File: config.mk
export PLATFORM = sky130hd
export DESIGN_NAME = key_event_ctrl_flat
export DESIGN_NICKNAME = d
export VERILOG_FILES = /design/src/rtl/key_event_ctrl_if.sv /design/src/rtl/key_event_ctrl.sv /design/src/flat_wrapper.sv
export SDC_FILE = /design/constraint.sdc
export NUM_CORES = 1
export LEC_CHECK = 0
export BUFFER_PORTS_ARGS = -buffer_cell sky130_fd_sc_hd__buf_2
export CAP_MARGIN = 0
export CORE_ASPECT_RATIO = 0.75
export CORE_MARGIN = 2
export CORE_UTILIZATION = 67
export CTS_BUF_LIST = sky130_fd_sc_hd__clkbuf_2
export CTS_CLUSTER_DIAMETER = 200
export DETAILED_ROUTE_END_ITERATION = 16
export GPL_ROUTABILITY_DRIVEN = 0
export PLACE_DENSITY = 0.84
export SLEW_MARGIN = 40
export SYNTH_ARGS = -nofsm -noshare
export SYNTH_HDL_FRONTEND = slang
export SYNTH_SLANG_ARGS = --single-unit
File: constraint.sdc
create_clock -name clk -period 4 [get_ports clk]
set_input_delay 0.2 -clock clk [delete_from_list [all_inputs] [get_ports clk]]
set_output_delay 0.2 -clock clk [all_outputs]
set_load 0.005 [all_outputs]
File: src/rtl/key_event_ctrl_if.sv
// Key event bus: debounced edge events in, gesture event pulses out.
// master = debouncer/stimulus side, slave = key_event_ctrl.
interface key_event_ctrl_if;
    logic key_flag;
    logic key_value;
    logic evt_single;
    logic evt_double;
    logic evt_long;
    logic evt_repeat;
    logic key_held;

    modport master (
        output key_flag,
        output key_value,
        input  evt_single,
        input  evt_double,
        input  evt_long,
        input  evt_repeat,
        input  key_held
    );

    modport slave (
        input  key_flag,
        input  key_value,
        output evt_single,
        output evt_double,
        output evt_long,
        output evt_repeat,
        output key_held
    );
endinterface

File: src/rtl/key_event_ctrl.sv
// key_event_ctrl: per-key gesture classifier (single / double / long press).
// Consumes debounced key_flag/key_value edges, emits registered 1-cycle
// event pulses plus a key_held level. All press timing lives here.
// Optional feature: define KEY_REPEAT_EN to enable auto-repeat pulses on
// evt_repeat while a long press is held; otherwise evt_repeat is tied 0.
module key_event_ctrl #(
    parameter int unsigned CNT_W      = 26,
    parameter int unsigned LONG_CYC   = 50_000_000,
    parameter int unsigned DCLICK_CYC = 15_000_000,
    parameter int unsigned REPEAT_CYC = 10_000_000
) (
    input logic             clk,
    input logic             rst_n,
    key_event_ctrl_if.slave bus
);

    typedef enum logic [2:0] {
        IDLE,
        PRESS1,
        WAIT2,
        PRESS2,
        LONG_HOLD
    } state_t;

    localparam int unsigned MAX_CYC_A = (LONG_CYC > DCLICK_CYC) ? LONG_CYC : DCLICK_CYC;
    localparam int unsigned MAX_CYC   = (MAX_CYC_A > REPEAT_CYC) ? MAX_CYC_A : REPEAT_CYC;

    // Timer must be able to reach the longest terminal count.
    if (64'(MAX_CYC) > (64'd1 << CNT_W)) begin : g_cnt_w_check
        $error("key_event_ctrl: CNT_W too narrow for configured cycle counts");
    end

    localparam logic [CNT_W-1:0] LONG_LAST   = CNT_W'(LONG_CYC - 1);
    localparam logic [CNT_W-1:0] DCLICK_LAST = CNT_W'(DCLICK_CYC - 1);
`ifdef KEY_REPEAT_EN
    localparam logic [CNT_W-1:0] REPEAT_LAST = CNT_W'(REPEAT_CYC - 1);
`endif

    state_t           state, state_nxt;
    logic [CNT_W-1:0] timer, timer_nxt;
    logic             key_press, key_release;
    logic             single_nxt, double_nxt, long_nxt;
`ifdef KEY_REPEAT_EN
    logic             repeat_nxt;
`endif

    assign key_press   = bus.key_flag & ~bus.key_value;
    assign key_release = bus.key_flag &  bus.key_value;

    // Next-state, event decode and timer update; earlier branches take priority.
    always_comb begin
        state_nxt  = state;
        single_nxt = 1'b0;
        double_nxt = 1'b0;
        long_nxt   = 1'b0;
`ifdef KEY_REPEAT_EN
        repeat_nxt = 1'b0;
`endif
        case (state)
            IDLE: begin
                if (key_press) state_nxt = PRESS1;
            end
            PRESS1: begin
                if (key_release) begin
                    state_nxt = WAIT2;
                end else if (timer == LONG_LAST) begin
                    long_nxt  = 1'b1;
                    state_nxt = LONG_HOLD;
                end
            end
            WAIT2: begin
                if (key_press) begin
                    state_nxt = PRESS2;
                end else if (timer == DCLICK_LAST) begin
                    single_nxt = 1'b1;
                    state_nxt  = IDLE;
                end
            end
            PRESS2: begin
                if (key_release) begin
                    double_nxt = 1'b1;
                    state_nxt  = IDLE;
                end
            end
            LONG_HOLD: begin
                if (key_release) begin
                    state_nxt = IDLE;
                end
`ifdef KEY_REPEAT_EN
                else if (timer == REPEAT_LAST) begin
                    repeat_nxt = 1'b1;
                end
`endif
            end
            default: state_nxt = IDLE;
        endcase

`ifdef KEY_REPEAT_EN
        timer_nxt = ((state_nxt != state) || repeat_nxt) ? '0 : timer + 1'b1;
`else
        timer_nxt = (state_nxt != state) ? '0 : timer + 1'b1;
`endif
    end

    // State, timer and registered outputs; reset aborts any gesture in flight.
    always_ff @(posedge clk or negedge rst_n) begin
        if (!rst_n) begin
            state          <= IDLE;
            timer          <= '0;
            bus.evt_single <= 1'b0;
            bus.evt_double <= 1'b0;
            bus.evt_long   <= 1'b0;
            bus.key_held   <= 1'b0;
        end else begin
            state          <= state_nxt;
            timer          <= timer_nxt;
            bus.evt_single <= single_nxt;
            bus.evt_double <= double_nxt;
            bus.evt_long   <= long_nxt;
            bus.key_held   <= (state_nxt == PRESS1) || (state_nxt == PRESS2) ||
                              (state_nxt == LONG_HOLD);
        end
    end

`ifdef KEY_REPEAT_EN
    // Auto-repeat pulse register.
    always_ff @(posedge clk or negedge rst_n) begin
        if (!rst_n) bus.evt_repeat <= 1'b0;
        else        bus.evt_repeat <= repeat_nxt;
    end
`else
    assign bus.evt_repeat = 1'b0;
`endif

endmodule
File: src/flat_wrapper.sv
// flat-port wrapper written by rule: the top's interface ports become plain ports
module key_event_ctrl_flat 
#(
    parameter int unsigned CNT_W      = 26,
    parameter int unsigned LONG_CYC   = 50_000_000,
    parameter int unsigned DCLICK_CYC = 15_000_000,
    parameter int unsigned REPEAT_CYC = 10_000_000
)
  (clk, rst_n, bus_key_flag, bus_key_value, bus_evt_single, bus_evt_double, bus_evt_long, bus_evt_repeat, bus_key_held);
  key_event_ctrl_if bus_i ();
  input logic clk;
  input logic rst_n;
  input wire logic [$bits(bus_i.key_flag)-1:0] bus_key_flag;
  input wire logic [$bits(bus_i.key_value)-1:0] bus_key_value;
  output wire logic [$bits(bus_i.evt_single)-1:0] bus_evt_single;
  output wire logic [$bits(bus_i.evt_double)-1:0] bus_evt_double;
  output wire logic [$bits(bus_i.evt_long)-1:0] bus_evt_long;
  output wire logic [$bits(bus_i.evt_repeat)-1:0] bus_evt_repeat;
  output wire logic [$bits(bus_i.key_held)-1:0] bus_key_held;
  assign bus_i.key_flag = bus_key_flag;
  assign bus_i.key_value = bus_key_value;
  assign bus_evt_single = bus_i.evt_single;
  assign bus_evt_double = bus_i.evt_double;
  assign bus_evt_long = bus_i.evt_long;
  assign bus_evt_repeat = bus_i.evt_repeat;
  assign bus_key_held = bus_i.key_held;
  key_event_ctrl #(.CNT_W(CNT_W), .LONG_CYC(LONG_CYC), .DCLICK_CYC(DCLICK_CYC), .REPEAT_CYC(REPEAT_CYC)) u_core (.clk(clk), .rst_n(rst_n), .bus(bus_i));
endmodule
==> run_results.csv, run 1 <==
group,metric,value,unit
critical_path,reg2reg_slack,1.55,ns
critical_path,rr_endpoint,"u_core.timer[14]",
cts,ctsHtreeMaxLevel,2,
critical_path,rr_startpoint,"u_core.timer[10]",
cts,clock-sinks,33,
layout,num_antenna_cells,0,
yosys,yosysWarnings,0,
flow_run,maxCapViolCount,0,
cts,hold_buffers,1,
grt,grt_max_degree,34,
critical_path,worstSetupPathType,"reg -> reg",
sta,rsz0062_at_grt,"false",
cts,post_cts_buffers,0,
yosys,synthDistinctLibCells,37,
sta,finalCritPeriodShare,61.2,%
route,vias_per_cell,5.85,
critical_path,worst-path-max-fanout,16,
route,firstDrtPassIters,5,
run_status,outcome,"complete, no violations",
placed_design,hpwl,2440,um
hold_path,min_to,"u_core.state[0]",
placed_design,dp_cells,210,
yosys,async_flop_share,100,%
layout,syn_to_final_growth,5.13,%
power,powerDensity,336,mW/mm^2
route,vias,1276,
critical_path,critPathTopFamily,"simple AND/OR/NAND/NOR gates",
floorplan,rows,15,
layout,final_nets,189,
yosys,synth_seq_cells,33,
grt,use_met1,34.2,%
cts,clk_pin_slew,0.15,ns
cts,cts.repair.resized,0,
sta,finalMaxSlewViolations,0,
yosys,synth.avg_cell_area,9.82,um^2
hold_path,hold_class,"in -> reg",
route,ant_nets,0,
floorplan,core,0.00236,mm^2
sta,max_freq,0.409,GHz
grt,grt_pass1_wl,5730,um
route,drc,0,
critical_path,cpPeakStageDelay,0.56,ns
floorplan,die_x,62.3,um
route,postRouteWirelength,3320,um
grt,grt_pass1_vias,1237,
power,leakage,0.811,nW
cts,cts_root_buffer,"clkbuf_2",
hold_path,worstHoldStart,"bus_key_flag",
floorplan,die_y,47.7,um
yosys,synthFlopType,"dfrtp_1",
grt,busiest_layer,"met2",
grt,met2_usage,43.5,%
grt,grt_usage,25.9,%
sta,max_slew_margin,53.3,%
sta,hold_viol,0,
critical_path,critPathRequiredTime,4.27,ns
yosys,syn_nets,179,
sta,min_period,2.45,ns
sta,finalSetupViolations,0,
critical_path,critPathSlowestCell,"or4b_4",
yosys,yosysSeqAreaShare,48.4,%
grt,grt_overflow_total,0,
cts,cts.path.max_buffers,2,
grt,antenna_found_initial,0,
yosys,synth.largest_area_cell,"dfrtp_1",
yosys,yosys-top-cells-area,"dfrtp_1, nor2_1, xor2_1",
power,irDropWorstVdd,199,uV
cts,cts_tree,"yes",
critical_path,crit_path_end_kind,"flop",
critical_path,path_cells,"or4b_4, nor3_2, nand4_2, o311ai_4, buf_4, nor2_1",
sta,finalWorstSetupSlack,1.55,ns
sta,worstMarginPinSlew,0.701,ns
route,wire_per_inst,15.2,um
yosys,synth_commonest_cells,"dfrtp_1, nor2_1, xor2_1, nand3_1, nand4_1",
grt,use_met3,8.47,%
yosys,synth-edff-count,0,
critical_path,rr_worst_depth,6,
floorplan,start_util,72.2,%
placed_design,port_buffers,7,
critical_path,worstPathArrival,2.71,ns
layout,instances_no_fill,218,
floorplan,io_pins,9,
sta,fin_skew,0.00780,ns
yosys,syn_area,0.00171,mm^2
cts,clock_latency,0.37,ns
floorplan,die_area,0.00297,mm^2
yosys,synth_top_area_share,48.4,%
hold_path,min_path_cells,3,
yosys,syn_inst,174,
placed_design,dp_slack,1.60,ns
cts,numCtsBuffers,5,
critical_path,cp-start-kind,"flop",
layout,drive_gt1_share,10.9,%
sta,setup_tns,0,ns
layout,nFillCells,182,
critical_path,cp_num_buf_inv,1,
route,drtIter0Drc,88,
## stage by stage
step                      cell area, um^2  utilization, %  hold slack, ns  power [mW]
final                                1800            75.9           0.122       0.603
after global routing                 1800            75.9           0.103       0.637
after floorplan                      1710               -         -0.0956       0.438
after CTS                            1800            75.9           0.124       0.601
after detailed placement             1750            74.1           0.284       0.460
after global placement               1740            73.8           0.272       0.452
## flip-flops by register name (all words and copies together) (netlist names)
register and flops:
u_core.bus.evt_double 1, u_core.bus.evt_long 1, u_core.bus.evt_single 1, u_core.bus.key_held 1, u_core.state 3, u_core.timer 26
## cell type report
type	count	area, um^2	share of cell area, %
clock buffer	6	30.0	1.67
multi-input combinational	130	822	45.8
timing repair buffer	9	52.6	2.93
inverter	5	18.8	1.05
tap	34	42.5	2.37
clock inverter	1	3.75	0.209
sequential	33	826	46.0
## worst min-delay path: cells and delay by family
kind                   cells  cell delay [ns]
buffers and inverters      1             0.13
and+or+nand+nor            2             0.13
## layer usage
| metal | vias to the layer above | share of wire (%) | wire [um] |
|---|---|---|---|
| met5 | - | 0 | 0 |
| met4 | 0 | 0.42 | 14 |
| met3 | 3 | 5.3 | 175 |
| met2 | 32 | 45 | 1490 |
| met1 | 620 | 49 | 1630 |
| li1 | 621 | - | - |
## kinds of logic after synthesis
family,Yosys count,share of synthesized area (%)
mux,1,0.586
compound gates,10,5.06
xor+xnor,23,11.8
buf+inv,11,3.52
other cells,1,0.220
fa+ha+maj,1,0.732
simple gates,94,29.7
flops,33,48.4
## worst max-delay path by stage
stage                     start               end  slack, ns  depth (start not counted)
5_1_grt        u_core.timer[10]  u_core.timer[14]       1.39                          6
3_3_place_gp   u_core.timer[10]  u_core.timer[20]       1.56                          5
6_report       u_core.timer[10]  u_core.timer[14]       1.55                          6
2_1_floorplan  u_core.timer[10]  u_core.timer[18]       1.98                          6
3_5_place_dp   u_core.timer[10]  u_core.timer[14]       1.60                          6
4_1_cts        u_core.timer[10]  u_core.timer[11]       1.58                          6
## report_power, final
part	switching, mW	internal, mW
sequential	0.0293	0.355
combinational	0.0419	0.0309
clock	0.105	0.0407
total	0.176	0.427
## cell usage in the layout (no fill, tap or decap), drive strengths merged, types with 2 or more instances in the layout
cell type / count
nand4: 12
xnor2: 10
xor2: 13
dfrtp: 33
nand3: 12
and3: 7
inv: 5
clkbuf: 6
nor2b: 2
o21ai: 4
nor3: 6
nor4: 4
buf: 8
nand2: 6
o311a: 2
nor3b: 2
nor2: 33
and2: 2
No activity file was read; power rests on OpenSTA's default activity.
==> inputs of run 2 (changes only) <==
--- a/config.mk
+++ b/config.mk
@@ -9,12 +9,12 @@
 export CAP_MARGIN = 0
 export CORE_ASPECT_RATIO = 0.75
 export CORE_MARGIN = 2
-export CORE_UTILIZATION = 67
+export CORE_UTILIZATION = 56
 export CTS_BUF_LIST = sky130_fd_sc_hd__clkbuf_2
 export CTS_CLUSTER_DIAMETER = 200
 export DETAILED_ROUTE_END_ITERATION = 16
 export GPL_ROUTABILITY_DRIVEN = 0
-export PLACE_DENSITY = 0.84
+export PLACE_DENSITY = 0.75
 export SLEW_MARGIN = 40
 export SYNTH_ARGS = -nofsm -noshare
 export SYNTH_HDL_FRONTEND = slang
==> constraint.sdc (replaced) <==
create_clock -name clk -period 2.2 [get_ports clk]
set_input_delay 0.11 -clock clk [delete_from_list [all_inputs] [get_ports clk]]
set_output_delay 0.11 -clock clk [all_outputs]
set_load 0.005 [all_outputs]
==> run 2 against run 1 <==
- combinational power increased by 87%
- final area rose by 2.6%
- count of clock-buffer cells in the layout is the same
- worst setup slack worse by 1.4 ns
- register-to-register slack lost 1.4 ns
- routed wire length fell by 3.4%
- sequential share of layout area fell by 1.2 points
- sequential power is 81% higher
==> run_results.csv, run 2 (synthesized netlist as in run 1, its figures left out) <==
group,metric,value,unit
run_status,outcome,"complete, no violations",
cts,ctsHtreeMaxLevel,2,
cts,clk_pin_slew,0.16,ns
placed_design,port_buffers,7,
placed_design,hpwl,2310,um
layout,drive_gt1_share,12.8,%
sta,finalCritPeriodShare,94.5,%
grt,grt_usage,22.8,%
grt,antenna_found_initial,0,
power,irDropWorstVdd,369,uV
sta,min_period,2.08,ns
critical_path,rr_startpoint,"u_core.timer[11]",
route,vias_per_cell,5.55,
grt,grt_max_degree,34,
cts,cts_root_buffer,"clkbuf_2",
hold_path,min_to,"u_core.state[0]",
sta,worstMarginPinSlew,0.711,ns
critical_path,crit_path_end_kind,"flop",
route,dr_wl_met2,1420,um
layout,largest_reg_flops,26,
layout,final_nets,193,
cts,clock_latency,0.36,ns
grt,grt_pass1_vias,1251,
sta,max_freq,0.481,GHz
critical_path,rr_endpoint,"u_core.timer[4]",
cts,cts_tree,"yes",
hold_path,worstHoldStart,"bus_key_flag",
critical_path,worstPathArrival,2.33,ns
layout,mostFrequentLayoutCells,"nor2_1, dfrtp_1, xor2_1, nand3_1, nand4_1",
cts,cts.path.max_buffers,2,
floorplan,die_y,51.8,um
grt,grt_overflow_total,0,
grt,grt_pass1_wl,5780,um
critical_path,worst-path-max-fanout,26,
power,internal_power,0.780,mW
power,p_switching,0.304,mW
route,wire_per_inst,14.2,um
sta,finalSetupViolations,0,
power,p_sw_share,28.1,%
floorplan,io_pins,9,
sta,holdWs,0.0304,ns
power,pwr-share-seq,64.1,%
sta,setup_tns,0,ns
route,postRouteWirelength,3210,um
sta,hold_viol,0,
floorplan,core,0.00291,mm^2
layout,reg_top3,"u_core.timer (26), u_core.state (3)",
layout,nFillCells,232,
route,vias,1254,
cts,cts.repair.resized,0,
route,routed-wl-met3,174,um
hold_path,min_path_cells,3,
sta,rsz0062_at_grt,"false",
critical_path,rr_worst_depth,6,
power,leakage,0.836,nW
layout,num_antenna_cells,0,
power,clkPwrFrac,23.4,%
cts,post_cts_buffers,0,
power,powerDensity,589,mW/mm^2
floorplan,rows,17,
critical_path,cp-start-kind,"flop",
sta,fin_skew,0.0219,ns
sta,max_slew_margin,52.6,%
floorplan,die_x,67.8,um
cts,hold_buffers,1,
route,drc,0,
layout,syn_to_final_growth,7.91,%
power,comb_power_share,12.5,%
layout,top_register,"u_core.timer",
layout,final_util,63.2,%
cts,clock-sinks,33,
route,ant_nets,0,
critical_path,worstSetupPathType,"reg -> reg",
floorplan,start_util,58.6,%
hold_path,hold_class,"in -> reg",
critical_path,critPathRequiredTime,2.45,ns
route,drtIter0Drc,93,
route,routed.top_layer,"met4",
critical_path,reg2reg_slack,0.12,ns
sta,finalMaxSlewViolations,0,
route,wl_met1,1560,um
flow_run,maxCapViolCount,0,
route,firstDrtPassIters,4,
floorplan,die_area,0.00351,mm^2
cts,numCtsBuffers,5,
[run 2: how the worst max path moves through the flow]
stage	endpoint	cells past startpoint	from
global placement	u_core.timer[23]	6	u_core.timer[11]
floorplan	u_core.timer[18]	6	u_core.timer[10]
detailed placement	u_core.timer[23]	6	u_core.timer[11]
CTS	u_core.timer[10]	6	u_core.timer[11]
finish	u_core.timer[4]	6	u_core.timer[11]
global route	u_core.timer[4]	6	u_core.timer[9]
[run 2: routing by layer]
metal / vias up / track usage [%]
met5: - / 0
met4: 0 / 9.00
met3: 7 / 5.19
met2: 27 / 32.7
met1: 587 / 33.3
li1: 633 / -
[run 2: area by class of cell]
| class | count | area (um^2) | share of cell area, % |
|---|---|---|---|
| Timing Repair Buffer | 13 | 95.1 | 5.16 |
| Inverter | 5 | 18.8 | 1.02 |
| Multi-Input combinational cell | 130 | 822 | 44.6 |
| Tap cell | 38 | 47.5 | 2.58 |
| Clock inverter | 1 | 3.75 | 0.204 |
| Clock buffer | 6 | 30.0 | 1.63 |
| Sequential cell | 33 | 826 | 44.8 |
[run 2: per-stage QoR]
stage	worst slack, ns	power, mW	area, um^2	instances
2_1_floorplan	0.184	0.797	1710	174
6_report	0.122	1.08	1840	226
3_3_place_gp	0.219	0.830	1800	218
4_1_cts	0.127	1.10	1840	226
3_5_place_dp	0.142	0.841	1800	218
5_1_grt	0.0179	1.16	1840	226
[run 2: power groups by stage]
stage / clock (mW) / sequential, mW / combinational (mW)
6_report: 0.254 / 0.695 / 0.136
2_1_floorplan: 0 / 0.693 / 0.104
3_5_place_dp: 0 / 0.706 / 0.135
3_3_place_gp: 0 / 0.702 / 0.128
4_1_cts: 0.266 / 0.694 / 0.138
5_1_grt: 0.300 / 0.703 / 0.157
[run 2: critical path: stages, from the launching register on]
cell and delay (ns):
dfrtp_1 0.46, or4b_4 0.55, nor3_2 0.23, nand4_2 0.17
o311ai_4 0.29, buf_12 0.21, nor2_1 0.06
